## src/rtl/lsu_pkg.sv

```systemverilog
// Shared types and default sizing for the MEM-stage load/store unit.
package lsu_pkg;

    localparam int unsigned ADDRESS_LINE = 8;
    localparam int unsigned DATA_W       = 8;
    localparam int unsigned RD_W_DEF     = 5;
    localparam int unsigned SB_DEPTH_DEF = 4;
    localparam int unsigned SB_CNT_W     = $clog2(SB_DEPTH_DEF + 1);

    typedef struct packed {
        logic [ADDRESS_LINE-1:0] address;
        logic [DATA_W-1:0]       data;
    } sb_entry_t;

endpackage

```

## src/rtl/lsu_store_buffer.sv

```systemverilog
// In-order store buffer: circular FIFO with occupancy count.
// With STORE_FORWARD_EN defined it also reports the youngest entry matching a load address.
module lsu_store_buffer
    import lsu_pkg::*;
#(
    parameter int unsigned SB_DEPTH = SB_DEPTH_DEF,
    parameter int unsigned CNT_W    = $clog2(SB_DEPTH + 1)
) (
    input  logic                    clock,
    input  logic                    reset,
    input  logic                    push,
    input  sb_entry_t               push_entry,
    input  logic                    pop,
    output sb_entry_t               head_entry,
    output logic [CNT_W-1:0]        count,
    output logic                    full,
    output logic                    empty
`ifdef STORE_FORWARD_EN
    ,
    input  logic [ADDRESS_LINE-1:0] fwd_address,
    output logic                    fwd_hit,
    output logic [DATA_W-1:0]       fwd_data
`endif
);

    localparam int unsigned PTR_W = $clog2(SB_DEPTH);

    sb_entry_t          entries_q [SB_DEPTH];
    sb_entry_t          entries_d [SB_DEPTH];
    logic [PTR_W-1:0]   head_q, head_d;
    logic [PTR_W-1:0]   tail_q, tail_d;
    logic [CNT_W-1:0]   count_q, count_d;
    logic               push_ok, pop_ok;

    assign full       = (count_q == CNT_W'(SB_DEPTH));
    assign empty      = (count_q == '0);
    assign count      = count_q;
    assign head_entry = entries_q[head_q];
    assign push_ok    = push & ~full;
    assign pop_ok     = pop & ~empty;

    // Pointer wrap relies on SB_DEPTH being a power of two.
    always_comb begin
        entries_d = entries_q;
        head_d    = head_q;
        tail_d    = tail_q;
        count_d   = count_q;
        if (push_ok) begin
            entries_d[tail_q] = push_entry;
            tail_d            = tail_q + PTR_W'(1);
        end
        if (pop_ok) begin
            head_d = head_q + PTR_W'(1);
        end
        case ({push_ok, pop_ok})
            2'b10:   count_d = count_q + CNT_W'(1);
            2'b01:   count_d = count_q - CNT_W'(1);
            default: count_d = count_q;
        endcase
    end

    always_ff @(posedge clock) begin
        if (reset) begin
            head_q  <= '0;
            tail_q  <= '0;
            count_q <= '0;
        end else begin
            head_q  <= head_d;
            tail_q  <= tail_d;
            count_q <= count_d;
        end
    end

    always_ff @(posedge clock) begin
        entries_q <= entries_d;
    end

`ifdef STORE_FORWARD_EN
    logic [PTR_W-1:0] idx;

    // Walk oldest to youngest so the last match (youngest) wins; includes the head being drained.
    always_comb begin
        fwd_hit  = 1'b0;
        fwd_data = '0;
        idx      = '0;
        for (int unsigned i = 0; i < SB_DEPTH; i++) begin
            idx = head_q + PTR_W'(i);
            if ((CNT_W'(i) < count_q) && (entries_q[idx].address == fwd_address)) begin
                fwd_hit  = 1'b1;
                fwd_data = entries_q[idx].data;
            end
        end
    end
`endif

endmodule

```

## src/rtl/lsu_mem_stage.sv

```systemverilog
// MEM-stage load/store initiator: memory port mux, ready logic and load-return register.
// Store-to-load forwarding is built when STORE_FORWARD_EN is defined.
module lsu_mem_stage
    import lsu_pkg::*;
#(
    parameter int unsigned SB_DEPTH = SB_DEPTH_DEF,
    parameter int unsigned RD_W     = RD_W_DEF,
    localparam int unsigned CNT_W   = $clog2(SB_DEPTH + 1)
) (
    input  logic                    clock,
    input  logic                    reset,
    input  logic                    req_valid,
    output logic                    req_ready,
    input  logic                    req_store,
    input  logic [ADDRESS_LINE-1:0] req_address,
    input  logic [DATA_W-1:0]       req_wdata,
    input  logic [RD_W-1:0]         req_rd,
    output logic                    wb_valid,
    output logic [RD_W-1:0]         wb_rd,
    output logic [DATA_W-1:0]       wb_data,
    input  logic                    mem_grant,
    output logic [ADDRESS_LINE-1:0] mem_address,
    output logic [DATA_W-1:0]       mem_write_data,
    output logic                    mem_write,
    output logic                    mem_read,
    input  logic [DATA_W-1:0]       mem_read_data,
    output logic                    sb_empty,
    output logic [CNT_W-1:0]        sb_count
);

    sb_entry_t          push_entry;
    sb_entry_t          head_entry;
    logic               sb_full;
    logic               sb_empty_int;
    logic               load_ready;
    logic               accept;
    logic               push;
    logic               load_fire;
    logic               load_miss;
    logic               drain;

    logic               wb_valid_q, wb_valid_d;
    logic [RD_W-1:0]    wb_rd_q, wb_rd_d;
    logic [DATA_W-1:0]  wb_data_q, wb_data_d;

`ifdef STORE_FORWARD_EN
    logic               fwd_hit;
    logic [DATA_W-1:0]  fwd_data;
`endif

    assign push_entry = '{address: req_address, data: req_wdata};

    lsu_store_buffer #(
        .SB_DEPTH (SB_DEPTH),
        .CNT_W    (CNT_W)
    ) u_store_buffer (
        .clock       (clock),
        .reset       (reset),
        .push        (push),
        .push_entry  (push_entry),
        .pop         (drain),
        .head_entry  (head_entry),
        .count       (sb_count),
        .full        (sb_full),
        .empty       (sb_empty_int)
`ifdef STORE_FORWARD_EN
        ,
        .fwd_address (req_address),
        .fwd_hit     (fwd_hit),
        .fwd_data    (fwd_data)
`endif
    );

    assign sb_empty = sb_empty_int;

    // Loads own the port when they miss; the buffer drains only in cycles a load leaves free.
    always_comb begin
        load_ready     = 1'b0;
        load_miss      = 1'b0;
        mem_address    = '0;
        mem_write_data = '0;
        wb_valid_d     = 1'b0;
        wb_rd_d        = wb_rd_q;
        wb_data_d      = wb_data_q;

`ifdef STORE_FORWARD_EN
        load_ready = fwd_hit | mem_grant;
`else
        load_ready = mem_grant & sb_empty_int;
`endif
        req_ready = ~reset & (req_store ? ~sb_full : load_ready);
        accept    = req_valid & req_ready;
        push      = accept & req_store;
        load_fire = accept & ~req_store;
`ifdef STORE_FORWARD_EN
        load_miss = load_fire & ~fwd_hit;
`else
        load_miss = load_fire;
`endif
        drain     = ~reset & mem_grant & ~sb_empty_int & ~load_miss;
        mem_read  = load_miss;
        mem_write = drain;

        if (load_miss) begin
            mem_address = req_address;
        end else if (drain) begin
            mem_address    = head_entry.address;
            mem_write_data = head_entry.data;
        end

        if (load_fire) begin
            wb_valid_d = 1'b1;
            wb_rd_d    = req_rd;
            wb_data_d  = mem_read_data;
`ifdef STORE_FORWARD_EN
            if (fwd_hit) begin
                wb_data_d = fwd_data;
            end
`endif
        end
    end

    always_ff @(posedge clock) begin
        if (reset) begin
            wb_valid_q <= 1'b0;
            wb_rd_q    <= '0;
            wb_data_q  <= '0;
        end else begin
            wb_valid_q <= wb_valid_d;
            wb_rd_q    <= wb_rd_d;
            wb_data_q  <= wb_data_d;
        end
    end

    assign wb_valid = wb_valid_q;
    assign wb_rd    = wb_rd_q;
    assign wb_data  = wb_data_q;

endmodule

```

## config.mk

```make
export PLATFORM = sky130hd
export DESIGN_NAME = lsu_mem_stage
export DESIGN_NICKNAME = d
export VERILOG_FILES = /design/src/rtl/lsu_pkg.sv /design/src/rtl/lsu_store_buffer.sv /design/src/rtl/lsu_mem_stage.sv
export SDC_FILE = /design/constraint.sdc
export NUM_CORES = 1
export LEC_CHECK = 0
export ABC_AREA = 1
export CELL_PAD_IN_SITES_DETAIL_PLACEMENT = 1
export CELL_PAD_IN_SITES_GLOBAL_PLACEMENT = 2
export CORE_ASPECT_RATIO = 0.75
export CORE_UTILIZATION = 39
export DETAILED_ROUTE_END_ITERATION = 7
export DONT_BUFFER_PORTS = 1
export MAX_ROUTING_LAYER = met4
export PLACE_DENSITY = 0.82
export SLEW_MARGIN = 20
export SYNTH_ARGS = -nofsm -noshare
export SYNTH_HDL_FRONTEND = slang
export SYNTH_SLANG_ARGS = --single-unit
```

## constraint.sdc

```tcl
create_clock -name clock -period 2.2 [get_ports clock]
set_input_delay 0.33 -clock clock [delete_from_list [all_inputs] [get_ports clock]]
set_output_delay 0.33 -clock clock [all_outputs]
set_load 0.05 [all_outputs]
```

[Yosys cells after proc, flatten, opt, wreduce, memory -nomap -nowiden]
Cells that the tools add are included.
Storage, ports and cells
  bits in registers: 85
  bits of input ports: 34
  output and inout bits: 37
  logic and storage cells: 57
Operators by class
  $add $sub $neg: 4
  $lt $le $gt $ge: 3
  eq/ne operators: 3
  mux-type cells: 13
  bitwise operators: 17
  reduce and logical (&&, ||, !) cells: 3
Operators by type and width (count)
  $bwmux 64: 1
  $mux 16: 3
  $bmux 16 s2: 1
  $demux 16 s2: 1
  $mux 8: 4
  $and 1x1->1: 10
  $ge 3x3->1 const B: 2
  $not 2->3: 2
  $pmux 3 s2: 1
  $not 1->1: 5
  $add 2x1->2 const B: 2
  $add 3x1->3 const B: 1
  $eq 3x3->1 const B: 1
  $logic_not 3->1: 1
  $lt 3x1->1 const B: 1
  $sub 3x1->3 const B: 1
  $eq 2x1->1 const B: 1
  $eq 2x2->1 const B: 1
  $mux 1: 2
  $reduce_bool 2->1: 1
  $logic_and 1x1->1: 1

[Depth between registers and ports, before layout]
Gate-level depths: netlist of the first run.
  depth after elaboration: 11
  mapped depth: 11
  gate-level depth less buffers: 11

[Cells and area by module]
From an unflattened synthesis of the first run, not the netlist that was laid out.
Second synthesis, totals
  cell total of the unflattened synthesis: 357
  area total of the unflattened synthesis: 3642.2 µm²
By module, submodules not included
  lsu_store_buffer: times used 1, cells each 221, area each 2864.0 µm², seq. area each 2062.0 µm²
  lsu_mem_stage: times used 1, cells each 136, area each 778.2 µm², seq. area each 280.3 µm²

[Worst setup path after synthesis of the first run]
Ideal clock, no wire load.
  kind: reg-to-output
  from: reg u_store_buffer.count_q[2] (netlist: u_store_buffer.count[2])
  to: out mem_write_data[0]
  arrival time: 1964 ps
  data required time: 1870 ps
  slack: -94 ps
  stages on the path, launching flop included: 6
  path buffers: 1
  path through: dfxtp_1 -> inv_1 -> nand2_1 -> nand3_1 -> buf_2 -> a21oi_1
Between the ends
  word-level cells in the longest chain between the ends: 10
  elaborated cells on any way between the ends: 14
  classes of those cells: eq/ne (1); mux (3); bitwise (9); reduce/logical (1)
Ends and longest elaborated chain
  from (decl): line lsu_store_buffer.sv:32  | logic [CNT_W-1:0] count_q, count_d;
  from (signal assigned): line lsu_store_buffer.sv:70  | count_q <= count_d;
  $logic_not 3->1 / $eq 3x3->1 (equally long branches): line lsu_store_buffer.sv:36, lsu_store_buffer.sv:35
  $and 1x1->1 / $not 1->1 (equally long branches): line lsu_mem_stage.sv:89, lsu_mem_stage.sv:91
  $mux 1: line lsu_mem_stage.sv:91  | req_ready = ~reset & (req_store ? ~sb_full : load_ready);
  $and 1x1->1: line lsu_mem_stage.sv:91
  $and 1x1->1: line lsu_mem_stage.sv:92  | accept = req_valid & req_ready;
  $and 1x1->1: line lsu_mem_stage.sv:94  | load_fire = accept & ~req_store;
  $not 1->1: line lsu_mem_stage.sv:100  | drain = ~reset & mem_grant & ~sb_empty_int & ~load_miss;
  $and 1x1->1: line lsu_mem_stage.sv:100
  $mux 8: line lsu_mem_stage.sv:106  | end else if (drain) begin
  $mux 8 *: line lsu_mem_stage.sv:104  | if (load_miss) begin
  to (decl): line lsu_mem_stage.sv:23  | output logic [DATA_W-1:0] mem_write_data,
Mark *: on every way between the ends. The rest lies on a longest branch, timed or not.

[Worst setup path after layout of the first run]
  from: reg u_store_buffer.head_q[1]
  to: out mem_address[5]
Between the ends
  word-level cells in the longest chain between the ends: 6
Ends and longest elaborated chain
  from (decl): line lsu_store_buffer.sv:30  | logic [PTR_W-1:0] head_q, head_d;
  from (signal assigned): line lsu_store_buffer.sv:64  | head_q <= '0;
  from (signal assigned): line lsu_store_buffer.sv:68  | head_q <= head_d;
  $not 2->3 (not written as such): line lsu_store_buffer.sv:38  | assign head_entry = entries_q[head_q];
  $bmux 16 s2: line lsu_store_buffer.sv:38
  $mux 16 (not written as such) (2 in a row): line lsu_store_buffer.sv:38
  $mux 8: line lsu_mem_stage.sv:106
  $mux 8: line lsu_mem_stage.sv:104
  to (decl): line lsu_mem_stage.sv:22  | output logic [ADDRESS_LINE-1:0] mem_address,
No other way between the ends. The select of a mux whose other input is x is not followed.

==> qor.txt, run 1 <==
Status -> finished with violations
Failing checks -> DRC
PortBufs -> 0
Vert. Die Dim -> 84.5 um
Tot GR Track Use -> 0.191
Initial DRC Count -> 91
VDD IR max -> 0.535 mV
Fin nets -> 420
Crit path top cell by count -> nand3_1
Sequential Power Share -> 0.536
RSZ-0062 raised after global routing -> false
Num ports -> 71
Worst Reg-to-Reg Cells -> 10
Net Switching -> 0.000778 W
Total gr overflow -> 0
Pleak -> 1.69 nW
Top Usage Layer GRT -> met2
WHS -> 53.7 ps
Global placer's final weighted congestion -> 0.858
Internal Pwr Total -> 0.00259 W
Cell count after synthesis -> 350
Setup crit start kind -> flip-flop
Type of the worst min-delay path -> input pin to flip-flop
Worst-margin pin slew -> 551 ps
Crit path required time -> 1870 ps
Met2 GRT Util -> 0.314
Fin crit share -> 0.962
Num CTS Buffers -> 9
Commonest non-fill, non-tap cell in the layout -> nand2_1
Die Wd -> 112 um
Root Buffer Master -> clkbuf_16
Gate power share -> 0.077
CTS tree -> built
Mean post-synth cell area -> 10.1 um^2
Starting Density -> 0.410
Register area share after synthesis -> 0.662
Post-Synthesis Cell Area -> 0.00354 mm^2
DR WL/cell -> 16.4 um
Hold depth -> 1
Cell Pwr Density -> 798 mW/mm^2
Share of post-route cells with drive strength above 1 -> 0.146
Vias in the first global route -> 2,601
Max-slew headroom at the worst pin -> 0.632
N_diodes -> 0
Crit path cell chain -> clkinv_1, buf_4, nand3_1, nand3_1, nand2_1, buf_12
Post-CTS Setup Repair Bufs -> 0
DR pass1 iterations -> 6
Area Overhead vs Synth -> 19.2%
Clock net sink count -> 85
Clk_skew -> 5.65 ps
Clock share of power -> 0.387
Vias post-DR -> 2,432
CTS max path bufs -> 2
R2R Path Start -> u_store_buffer.count[2]
Min-delay src -> reset
Core area -> 0.00864 mm^2
Worst hold endpoint -> u_store_buffer.count[1]
DRC -> 3
Die ar. -> 0.00946 mm^2
Largest net degree at the start of global routing -> 36
Register bit total from synthesis -> 85
First-pass GRT wire length -> 13,100 um
Met1 Use GR -> 0.220
Reg-to-reg setup timing slack -> 290 ps
Post-synth cell types -> 24
Met3 track demand over resource -> 0.0708
Commonest non-fill, non-tap cells in the layout -> nand2_1 (76), edfxtp_1 (64), nor2_1 (63)
Reg2reg end -> u_store_buffer.count[2]
Setup violators final -> 0
Initial antenna violation count -> 0
Post-route ant nets -> 0
Reg clk slew, reported paths -> 60 ps
Setup tns final -> 0 ps
DPL Wire Length -> 5240 um
Mapped Nets -> 390
Site Rows -> 29
Critical Path AT -> 1790 ps
Critical-path top delay cell -> dfxtp_1
Final hold vios -> 0
Fmax -> 0.473 GHz
Yosys warnings -> 0
Sw frac -> 0.231
CP Class -> flip-flop to output pin
Vias per cell -> 4.94
Crit path largest cell delay -> 340 ps
Worst-Skew Late Latency -> 330 ps
WL final -> 8080 um
Min cycle time layout -> 2120 ps
Max cap viols -> 0
H-tree Lvls -> 3
Max-slew violation count -> 0
Crit-path max FO -> 9
Endpoint type of the worst setup path -> output pin
==> registers in the layout, indices dropped and copies added, names as in the netlist <==
register / flops
u_store_buffer.count: 3
u_store_buffer.entries_q: 64
u_store_buffer.head_q: 2
u_store_buffer.tail_q: 2
wb_data: 8
wb_rd: 5
wb_valid: 1
==> critical path: cells and delay by family (launching register included) <==
family / cells / cell delay [ps]
buffers and inverters: 3 / 730
DFF: 1 / 340
and+or+nand+nor: 3 / 380
==> layer usage <==
metal	share of wire	wire (um)
met5	0	0
met4	0.0089	72
met3	0.056	454
met2	0.48	3910
met1	0.45	3640
==> worst max path at each step <==
stage                              from                      end  slack, ps  cells after the start
6_report       u_store_buffer.head_q[1]           mem_address[5]         80                      6
5_1_grt        u_store_buffer.head_q[1]           mem_address[5]          1                      6
3_5_place_dp    u_store_buffer.count[2]  u_store_buffer.count[2]        280                     10
3_3_place_gp    u_store_buffer.count[1]  u_store_buffer.count[2]        350                     11
4_1_cts        u_store_buffer.head_q[1]           mem_address[5]         20                      6
2_1_floorplan   u_store_buffer.count[2]        mem_write_data[0]        110                      5
==> Yosys cell counts <==
cell type,instances,area (um^2)
a21oi_1,15,75.1
a21oi_2,1,8.76
and3_1,1,6.26
buf_2,7,35.0
buf_4,1,7.51
buf_6,1,11.3
clkbuf_1,6,22.5
clkinv_1,2,7.51
dfxtp_1,21,420
edfxtp_1,64,1920
fa_1,1,20.0
ha_1,5,62.6
inv_1,29,109
inv_2,2,7.51
nand2_1,76,285
nand3_1,26,130
nand4_1,1,6.26
nand4_4,1,21.3
nor2_1,64,240
nor2_2,1,6.26
nor3_2,1,10.0
o21a_1,1,7.51
o21ai_0,21,105
o21ai_1,2,10.0
==> timing repair <==
action / 4_1_cts / 5_1_grt
resized for setup: 1 / 1
setup endpoints to repair: 1 / 2
hold buffers: 0 / 0
==> power by group through the flow <==
stage | combinational [W] | clock, W | sequential, W
after floorplan | 0.000167 | 0 | 0.00185
after global placement | 0.000250 | 0 | 0.00184
after detailed placement | 0.000258 | 0 | 0.00184
after CTS | 0.000263 | 0.00134 | 0.00181
after global routing | 0.000285 | 0.00140 | 0.00181
final | 0.000259 | 0.00130 | 0.00180
==> cell families after synthesis <==
kind of cell / after synthesis / synth area share
compound gates: 40 / 0.0584
fa+ha+maj: 6 / 0.0233
buf+inv: 48 / 0.0566
flops: 85 / 0.662
simple gates: 171 / 0.200
==> cell type report <==
type,count,area (um^2)
Inverter,33,126
Timing Repair Buffer,34,355
Fill cell,950,4420
Clock inverter,3,13.8
Clock buffer,12,236
Tap cell,108,135
Multi-Input combinational cell,217,1000
Sequential cell,85,2350
==> through the flow <==
step | worst slack [ps] | std cells | cell area, um^2 | total power, W | util
finish | 83.9 | 492 | 4220 | 0.00336 | 0.488
global route | 1.22 | 492 | 4220 | 0.00349 | 0.488
CTS | 18.9 | 492 | 4220 | 0.00340 | 0.488
detailed placement | 283 | 477 | 3960 | 0.00210 | 0.458
global placement | 346 | 477 | 3960 | 0.00209 | 0.458
floorplan | 110 | 350 | 3540 | 0.00201 | -
No activity file was read; power rests on OpenSTA's default activity.
==> run 2: changes to the inputs <==
CORE_UTILIZATION = 42   (was 39)
PLACE_DENSITY = 0.87   (was 0.82)
clock period = 2.48 ns   (was 2.2 ns; I/O delays follow)
==> qor.txt, run 2 (synthesized netlist as in run 1, its figures left out) <==
DRC -> 0 (-3)
Vias post-DR -> 2,419 (-0.53%)
Core area -> 0.00802 mm^2 (-7.1%)
Worst hold endpoint -> u_store_buffer.count[1]
PortBufs -> 0 (unchanged)
VDD IR max -> 0.314 mV (-41%)
Critical Path AT -> 1910 ps (+120 ps)
CP Class -> flip-flop to output pin
Hold depth -> 1 (unchanged)
Max-slew headroom at the worst pin -> 0.608 (-0.0243)
DR WL/cell -> 15.5 um (-5.6%)
Post-CTS Setup Repair Bufs -> 0 (unchanged)
Clock share of power -> 0.336 (-0.051)
Total gr overflow -> 0 (unchanged)
RSZ-0062 raised after global routing -> false
Critical-path top delay cell -> clkinv_1
Sequential Power Share -> 0.584 (+0.048)
Max cap viols -> 0 (unchanged)
Critical path depth in cells -> 5 (-1)
Min-delay src -> reset
N_diodes -> 0 (unchanged)
Vias per cell -> 4.96 (+0.28%)
Area Overhead vs Synth -> 16.5%
Setup violators final -> 0 (unchanged)
Type of the worst min-delay path -> input pin to flip-flop
Crit path cell chain -> clkinv_1, nor2_1, o21ai_1, a21oi_1, buf_4
Clock net sink count -> 85 (unchanged)
CTS Hold Bufs -> 0 (unchanged)
Clk_skew -> 8.71 ps (+3.06 ps)
Crit path required time -> 2110 ps (+240 ps)
Buf/Inv on CP -> 2 (-1)
Vias in the first global route -> 2,394 (-8.0%)
Num ports -> 71 (unchanged)
DR pass1 iterations -> 4 (-2)
Worst-margin pin slew -> 588 ps (+36.4 ps)
R2R Path Start -> u_store_buffer.count[1]
Min cycle time layout -> 2290 ps
Root Buffer Master -> clkbuf_8
Setup crit start kind -> flip-flop
Site Rows -> 28 (-3.4%)
Crit-path max FO -> 17 (+8)
Post-route ant nets -> 0 (unchanged)
CTS max path bufs -> 2 (unchanged)
Internal Pwr Total -> 0.00209 W (-19%)
Sw frac -> 0.240 (+0.00837)
Worst Reg-to-Reg Cells -> 11 (+1)
WL final -> 7560 um (-6.3%)
Starting Density -> 0.441 (+0.0313)
Worst-Skew Late Latency -> 340 ps (about the same)
Commonest non-fill, non-tap cells in the layout -> nand2_1 (76), nor2_1 (64), edfxtp_1 (64)
Reg-to-reg setup timing slack -> 370 ps (+80 ps)
Biggest register -> u_store_buffer.entries_q
Num CTS Buffers -> 9 (unchanged)
Fmax -> 0.437 GHz
Tot GR Track Use -> 0.191 (-0.000312)
Largest net degree at the start of global routing -> 36 (unchanged)
Max-slew violation count -> 0 (unchanged)
H-tree Lvls -> 3 (unchanged)
CTS tree -> built
CTS resizes -> 0 (-1)
First-pass GRT wire length -> 11,900 um (-8.9%)
CP top delay family -> buffers and inverters
Fill cells -> 900 (-5.3%)
Die ar. -> 0.00880 mm^2 (-7.0%)
Global placer's final weighted congestion -> 0.781 (-9.0%)
Fin crit share -> 0.922
Share of post-route cells with drive strength above 1 -> 0.133 (-0.0127)
Initial DRC Count -> 65 (-29%)
Endpoint type of the worst setup path -> output pin
Fin nets -> 418 (-0.48%)
Final hold vios -> 0 (unchanged)
Net Switching -> 0.000657 W (-16%)
Final Util -> 0.514 (+0.0255)
Crit path largest cell delay -> 470 ps (+130 ps)
Gate power share -> 0.080 (+0.003)
Setup tns final -> 0 ps (unchanged)
Commonest non-fill, non-tap cell in the layout -> nand2_1
Reg2reg end -> u_store_buffer.count[2]
Reg clk slew, reported paths -> 80 ps (+20 ps)
Die Wd -> 108 um (-3.6%)
Status -> completed
Number of flip-flops in the largest register -> 64 (unchanged)
Cell Pwr Density -> 665 mW/mm^2 (-17%)
DPL Wire Length -> 5080 um (-3.1%)
Initial antenna violation count -> 0 (unchanged)
Vert. Die Dim -> 81.5 um (-3.6%)
Pleak -> 1.64 nW (-3.0%)
run 2: changes by cell type in the layout (fill, tap and decap cells not counted), moves of 2 or more:
cell | previous run | this run
clkinv_2 | 2 | 0
buf_4 | 26 | 24
clkinvlp_4 | 0 | 2
clkbuf_1 | 3 | 1
dfxtp_2 | 3 | 0
dfxtp_1 | 18 | 21
clkbuf_16 | 9 | 0
clkinv_1 | 2 | 4
clkbuf_8 | 0 | 9
run 2: how the worst max path moves through the flow:
| stage | startpoint | endpoint |
|---|---|---|
| after floorplan | u_store_buffer.count[2] | mem_write_data[0] |
| after global placement | u_store_buffer.count[1] | u_store_buffer.count[2] |
| after detailed placement | u_store_buffer.count[1] | u_store_buffer.count[2] |
| after CTS | u_store_buffer.head_q[1] | mem_write_data[2] |
| after global routing | u_store_buffer.head_q[1] | mem_write_data[2] |
| final | u_store_buffer.head_q[1] | mem_write_data[2] |
run 2: metrics by stage:
stage | instances | worst slack, ps | instance area, um^2 | power [W] | hold WS (ps)
after floorplan | 350 | 144 | 3540 | 0.00178 | 444
after global placement | 472 | 478 | 3930 | 0.00185 | 445
after detailed placement | 472 | 385 | 3930 | 0.00186 | 451
after CTS | 488 | 132 | 4120 | 0.00277 | 74.9
after global routing | 488 | 2.13 | 4120 | 0.00285 | 73.4
final | 488 | 194 | 4120 | 0.00274 | 95.7
run 2: power by group through the flow:
stage          Sequential, W  Combinational, W  Clock [W]
2_1_floorplan        0.00164          0.000148          0
4_1_cts              0.00160          0.000224   0.000949
6_report             0.00160          0.000220   0.000922
5_1_grt              0.00160          0.000242    0.00100
3_5_place_dp         0.00163          0.000223          0
3_3_place_gp         0.00163          0.000217          0
run 2: cell type report:
cell class,count,area [um^2],share of cell area
clock buffer,10,128,0.0310
inverter,33,124,0.0301
timing repair buffer,32,340,0.0826
clock inverter,6,61.3,0.0149
multi-input combinational,217,995,0.241
sequential,85,2340,0.568
tap,105,131,0.0319
run 2: worst reg2reg max path: stages, from the launching register on:
cell and delay, ps:
dfxtp_1 440, nor2_2 90, nand2_1 80, nand3_1 100
inv_2 180, ha_1 180, inv_1 70, fa_1 370
a21oi_1 150, o21ai_0 130, o21ai_0 160, a21oi_1 60
run 2: routing by layer:
layer | part of all wire | GRT usage | vias to the layer above
met3 | 0.044 | 0.0508 | 7
met5 | 0 | - | -
li1 | - | - | 1203
met2 | 0.51 | 0.331 | 51
met1 | 0.44 | 0.218 | 1158
met4 | 0.0087 | 0.0603 | 0
==> run 3: changes to the inputs <==
--- a/config.mk
+++ b/config.mk
@@ -7,3 +7,2 @@
 export LEC_CHECK = 0
-export ABC_AREA = 1
 export CELL_PAD_IN_SITES_DETAIL_PLACEMENT = 1
@@ -11,3 +10,4 @@
 export CORE_ASPECT_RATIO = 0.75
-export CORE_UTILIZATION = 42
+export CORE_UTILIZATION = 47
+export CTS_BUF_LIST = sky130_fd_sc_hd__clkbuf_4 sky130_fd_sc_hd__clkbuf_8 sky130_fd_sc_hd__clkbuf_16
 export DETAILED_ROUTE_END_ITERATION = 7
==> constraint.sdc (replaced) <==
create_clock -name clock -period 2.48 [get_ports clock]
set_input_delay 0.248 -clock clock [delete_from_list [all_inputs] [get_ports clock]]
set_output_delay 0.248 -clock clock [all_outputs]
set_load 0.05 [all_outputs]
==> qor.txt, run 3 <==
Status -> completed
Vias per cell -> 5.65 (+14%)
Register bit total from synthesis -> 85 (unchanged)
Worst-Skew Late Latency -> 340 ps (about the same)
Worst Reg-to-Reg Cells -> 10 (-1)
Fin area -> 0.00413 mm^2 (+0.27%)
Post-synthesis mux area share -> 0.106 (+0.106)
Top cell type's share of synthesized area -> 0.550 (+0.00642)
FF/Latch Area -> 0.00235 mm^2 (+0.16%)
Buf/Inv on CP -> 2 (unchanged)
Type of the worst min-delay path -> input pin to flip-flop
Share of post-route cells with drive strength above 1 -> 0.235 (+0.102)
Commonest register cell after synthesis -> edfxtp_1
Max cap viols -> 0 (unchanged)
Yosys warnings -> 0 (unchanged)
Cell count after synthesis -> 223 (-36%)
Setup violators final -> 0 (unchanged)
Register area share after synthesis -> 0.670 (+0.00782)
Biggest register -> u_store_buffer.entries_q
Critical Path AT -> 2110 ps (+200 ps)
Top cells by count, synth -> edfxtp_1 (64), dfxtp_1 (21), a21oi_1 (18)
Reg clk slew, reported paths -> 80 ps (about the same)
Clk_skew -> 4.97 ps (-3.74 ps)
Async set-reset flop share out of synthesis -> 0 (unchanged)
CTS max path bufs -> 2 (unchanged)
First-pass GRT wire length -> 12,000 um (+1.3%)
Fmax -> 0.423 GHz (-3.2%)
Initial DRC Count -> 72 (+11%)
Crit path largest cell delay -> 470 ps (about the same)
DR pass1 iterations -> 4 (unchanged)
Num CTS Buffers -> 9 (unchanged)
Mapped Nets -> 263 (-33%)
Pleak -> 1.39 nW (-15%)
Xor and xnor area share after synthesis -> 0.00501 (+0.00501)
Mean post-synth cell area -> 15.7 um^2 (+55%)
Reg2reg end -> u_store_buffer.count[2]
Area Overhead vs Synth -> 18.2%
Clock net sink count -> 85 (unchanged)
Crit path required time -> 2230 ps (+120 ps)
Setup crit start kind -> flip-flop
Count leader, synth -> edfxtp_1
CTS tree -> built
DR WL/cell -> 20.7 um (+34%)
H-tree Lvls -> 3 (unchanged)
CTS Hold Bufs -> 17 (+17)
Fin nets -> 299 (-28%)
Root Buffer Master -> clkbuf_8
CP top delay family -> simple AND/OR/NAND/NOR gates
DPL Wire Length -> 4780 um (-5.8%)
Min cycle time layout -> 2360 ps (+75.5 ps)
Area taken by multi-input logic gates -> 0.00102 mm^2 (+2.6%)
Cell Pwr Density -> 665 mW/mm^2 (about the same)
Number of non-filler instances in the completed layout -> 362 (-26%)
Site Rows -> 26 (-7.1%)
Core area -> 0.00699 mm^2 (-13%)
N_diodes -> 0 (unchanged)
Synth Area in Adders -> 0.0236 (+0.000276)
WHS -> 43.2 ps (-52.5 ps)
Critical-path top delay cell -> or3_1
R2R Path Start -> u_store_buffer.count[2]
Post-Synthesis Cell Area -> 0.00350 mm^2 (-1.2%)
RSZ-0062 raised after global routing -> false
Crit-path max FO -> 24 (+7)
VDD IR max -> 0.282 mV (-10%)
Crit path cell chain -> or3_1, buf_4, nor2_4, a22o_1, buf_12
Final hold vios -> 0 (unchanged)
Setup tns final -> 0 ps (unchanged)
Largest net degree at the start of global routing -> 25 (-31%)
Fill cells -> 663 (-26%)
Cell taking the most area after synthesis -> edfxtp_1
Die ar. -> 0.00779 mm^2 (-11%)
Global placer's final weighted congestion -> 0.759 (-2.9%)
Post-synth cell types -> 33 (+38%)
Starting Density -> 0.500 (+0.0589)
Largest family of logic cells by synthesized area -> multiplexers
Placed Instance Area -> 0.00378 mm^2 (-3.8%)
Reg-to-reg setup timing slack -> 210 ps (-160 ps)
Post-CTS Setup Repair Bufs -> 0 (unchanged)
Min-delay src -> req_rd[1]
Vias post-DR -> 2,047 (-15%)
Commonest non-fill, non-tap cells in the layout -> edfxtp_1 (64), a21oi_1 (18), dfxtp_1 (18)
CTS resizes -> 0 (unchanged)
Simple-Gate Fraction of Synth Area -> 0.0855 (-0.114)
Max-slew headroom at the worst pin -> 0.387 (-0.221)
Max-slew violation count -> 0 (unchanged)
WL final -> 7500 um (-0.83%)
Worst-margin pin slew -> 920 ps (+332 ps)
Post-route ant nets -> 0 (unchanged)
DRC -> 0 (unchanged)
Cell Count Post-Placement -> 329 (-30%)
Top cells by area, synth -> edfxtp_1 (55%), dfxtp_1 (12%), mux4_2 (10%)
Worst hold endpoint -> wb_rd[1]
Worst setup path start -> u_store_buffer.count[2]
Vert. Die Dim -> 76.7 um (-5.9%)
Commonest non-fill, non-tap cell in the layout -> edfxtp_1
Num ports -> 71 (unchanged)
Hold depth -> 2 (+1)
Die Wd -> 102 um (-5.9%)
Fin crit share -> 0.952 (+0.0304)
Tot GR Track Use -> 0.219 (+0.0286)
Initial antenna violation count -> 0 (unchanged)
Number of flip-flops in the largest register -> 64 (unchanged)
CP Class -> flip-flop to output pin
Vias in the first global route -> 2,324 (-2.9%)
Endpoint type of the worst setup path -> output pin
Compound-Gate Fraction of Synth Area -> 0.0719 (+0.0136)
Number of synthesized flops with an enable pin -> 64 (unchanged)
PortBufs -> 0 (unchanged)
Total gr overflow -> 0 (unchanged)
[run 3: cell types whose count changed in the layout (fill, tap and decap cells not counted), sizes merged, moves of 10 or more]
cell,before,now
nand2,76,0
nor2,65,8
inv,32,7
dlygate4sd3,0,17
mux4,0,16
and3,1,12
buf,32,21
nand3,26,16
[run 3: per-stage QoR]
stage | power (W) | setup slack (ps) | utilization
after CTS | 0.00278 | 89.9 | 0.591
after detailed placement | 0.00186 | 240 | 0.541
after floorplan | 0.00181 | 100 | -
after global placement | 0.00185 | 289 | 0.541
final | 0.00275 | 118 | 0.591
after global routing | 0.00285 | 19.9 | 0.591
[run 3: layout make-up]
type / count / area share
inverter: 7 / 0.00817
clock inverter: 4 / 0.00545
clock buffer: 12 / 0.0384
sequential: 85 / 0.568
multi-input combinational: 118 / 0.247
tap: 98 / 0.0297
timing repair buffer: 38 / 0.104
[run 3: report_power, final]
part | switching, W | leakage (nW) | internal, W
registers | 0.0000278 | 0.750 | 0.00155
logic | 0.000183 | 0.545 | 0.000106
clock network | 0.000460 | 0.0956 | 0.000425
[run 3: kinds of logic (layout without fill, tap and decap cells)]
logic type                 Yosys count  count (layout)
AOI/OAI and AO/OA                   44              44
xor gates and xnor gates             2               2
and+or+nand+nor                     49              49
buffers and inverters               20              61
adders and majority gates            6               6
muxes                               17              17
DFF                                 85              85
[run 3: layer usage]
| metal | GRT usage | vias to the layer above | share of wire |
|---|---|---|---|
| met3 | 0.0556 | 7 | 0.050 |
| met2 | 0.357 | 53 | 0.52 |
| met4 | 0.0812 | 0 | 0.0079 |
| met5 | - | - | 0 |
| met1 | 0.263 | 1045 | 0.42 |
| li1 | - | 942 | - |
[run 3: worst max-delay path by stage]
stage	depth (start not counted)	end	slack, ps
after floorplan	10	u_store_buffer.count[2]	100
after global placement	10	u_store_buffer.count[2]	290
final	5	mem_address[7]	120
after global routing	5	mem_address[0]	20
after detailed placement	10	u_store_buffer.count[2]	240
after CTS	5	mem_address[7]	90
==> patch, RTL diff (flow settings as in run 2) <==
Register the output `sb_count`, with the module's reset; this adds one clock of latency there. The other outputs are not delayed to match.
--- a/src/rtl/lsu_mem_stage.sv
+++ b/src/rtl/lsu_mem_stage.sv
@@ -28,4 +28,6 @@
     output logic [CNT_W-1:0]        sb_count
 );
+
+    logic [CNT_W-1:0] sb_count_d;
 
     sb_entry_t          push_entry;
@@ -61,5 +63,5 @@
         .pop         (drain),
         .head_entry  (head_entry),
-        .count       (sb_count),
+        .count       (sb_count_d),
         .full        (sb_full),
         .empty       (sb_empty_int)
@@ -137,4 +139,12 @@
     assign wb_data  = wb_data_q;
 
+    always_ff @(posedge clock) begin
+        if (reset) begin
+            sb_count <= '0;
+        end else begin
+            sb_count <= sb_count_d;
+        end
+    end
+
 endmodule
 
Behaviour: not the same (Yosys sat finds a counterexample within 4 cycles, from zero or initial values and one cycle with reset high).
==> patch against run 2 <==
Wire length up 4.7%; fmax up 4.6%; final area up 4.3%; sequential cell count up 3; clock skew down 4.1 ps; power up 20%; area after synthesis up 2.0%; setup slack better by 100 ps.
==> patch: results (changes against run 2) <==
[outcome]
status=finished, final reports clean

[yosys]
yosysUniqueCellTypes=24  ; unchanged
ys_top_cells_by_count=76 x nand2_1, 67 x nor2_1, 64 x edfxtp_1
yosys_register_bits=88  ; +3.5%
synth_edf_count=64  ; unchanged
synth_warnings=0  ; unchanged
syn_nets=396  ; +1.5%
synth_ff_type=edfxtp_1
synth_area_leaders=edfxtp_1 53%, dfxtp_1 13%, nand2_1 7.9%
ys_seq_area_share_pct=66.6  ; +0.36 points
async_reset_ff_share_pct=0  ; unchanged

[placed_design]
place_congestion=0.777  ; -0.51%
dpl.hpwl_um=5150  ; +1.5%
pre_cts_ws_ps=412  ; +27.2 ps
portBuffers=0  ; unchanged

[power_and_ir_drop]
leakage_nw=1.72  ; +5.0%
peakVddDrop_mv=0.607  ; +93%
power.net_switching_uw=803  ; +22%
seq_cell_power_mw=1.65  ; +3%
powerComb_uw=211  ; -4%

[layout]
fillers=885  ; -1.7%
largest_reg_flops=64  ; unchanged
multi_input_area_share_pct=23.4  ; -0.74 points
largest-register=u_store_buffer.entries_q
num_antenna_cells=0  ; unchanged
area_share_nonclk_buffers_pct=7.56  ; -0.69 points
seq_share_pct=55.9  ; -0.97 points
inverters=33  ; unchanged
clock_tree_area_fraction_pct=7.24  ; +2.7 points
multi_input_cells=220  ; +1.4%
drive_gt1_share_pct=13.4  ; +0.12 points
nNonClkBuffers=30  ; -6.3%
finalNetCount=422  ; +0.96%

[clocking]
clk-insertion-delay-late_ps=350
cts_made_buffers=9  ; unchanged
clockRootBuffer=clkbuf_16
clk_pin_slew_worst_paths_ps=70
postCtsSetupBuffers=0  ; unchanged
cts.htree.levels=3  ; unchanged
cts_resized=0  ; unchanged
clock_path_buffers=2  ; unchanged

[grt]
grt_pass1_wl_um=12900  ; +8.4%
grt_max_degree=36  ; unchanged
antenna_found_initial=0  ; unchanged
grt_pass1_vias=2586  ; +8.0%
grtUsageTotal_pct=20.6  ; +1.5 points

[hold_path]
hp-class=primary input to flip-flop

[sta]
fin_skew_ps=4.60  ; -4.11 ps
worst_slew_pin_slew_ps=575  ; -13.0 ps

[detailed_routing]
viasPerCell=5.06  ; +2.1%
dr.pass1.iters=4  ; unchanged
wirelength_um=7920  ; +4.7%
drtIter0Drc=72  ; +11%

[critical_path]
worstPathArrival_ps=1810  ; -100 ps
crit_fanout=35  ; +18

[patch: cell count changes after synthesis]
cell     change
nor2_1       +3
dfxtp_1      +3
[patch: logic make-up after synthesis]
| kind of cell | after synthesis | share of synthesized area (%) |
|---|---|---|
| compound gates | 40 | 5.72 |
| fa+ha+maj | 6 | 2.29 |
| buf+inv | 48 | 5.55 |
| flops | 88 | 66.6 |
| simple gates | 174 | 19.9 |
[patch: final timing paths]
path	from	endpoint	slack (ps)	cells past startpoint
worst max register to register	u_store_buffer.count[2]	u_store_buffer.count[2]	400	11
worst min-delay path	reset	u_store_buffer.count[1]	90	1
worst min register to register	u_store_buffer.count[2]	sb_count[2]	540	2
worst max-delay path	u_store_buffer.head_q[0]	mem_write_data[7]	290	4
[patch: metal layers]
| metal | up-vias | share of wire, % | global-route usage, % |
|---|---|---|---|
| li1 | 1215 | - | - |
| met1 | 1202 | 44 | 24.4 |
| met2 | 59 | 49 | 32.9 |
| met3 | 15 | 6.0 | 6.67 |
| met4 | 0 | 1.8 | 8.11 |
| met5 | - | 0 | - |
[patch: critical path, cell delays in order, from the launching register on]
cell and delay [ps]:
dfxtp_1 330, inv_2 430, o21ai_0 190, a21oi_1 260, buf_4 240
[patch: stage by stage]
stage	instances	util, %	instance area [um2]	total power [mW]	hold WS (ps)
5_1_grt	492	53.1	4300	3.38	73.6
6_report	492	53.1	4300	3.28	87.3
3_5_place_dp	476	49.3	3990	1.90	448
4_1_cts	492	53.1	4300	3.32	76.1
3_3_place_gp	476	49.3	3990	1.89	445
2_1_floorplan	356	-	3610	1.83	444
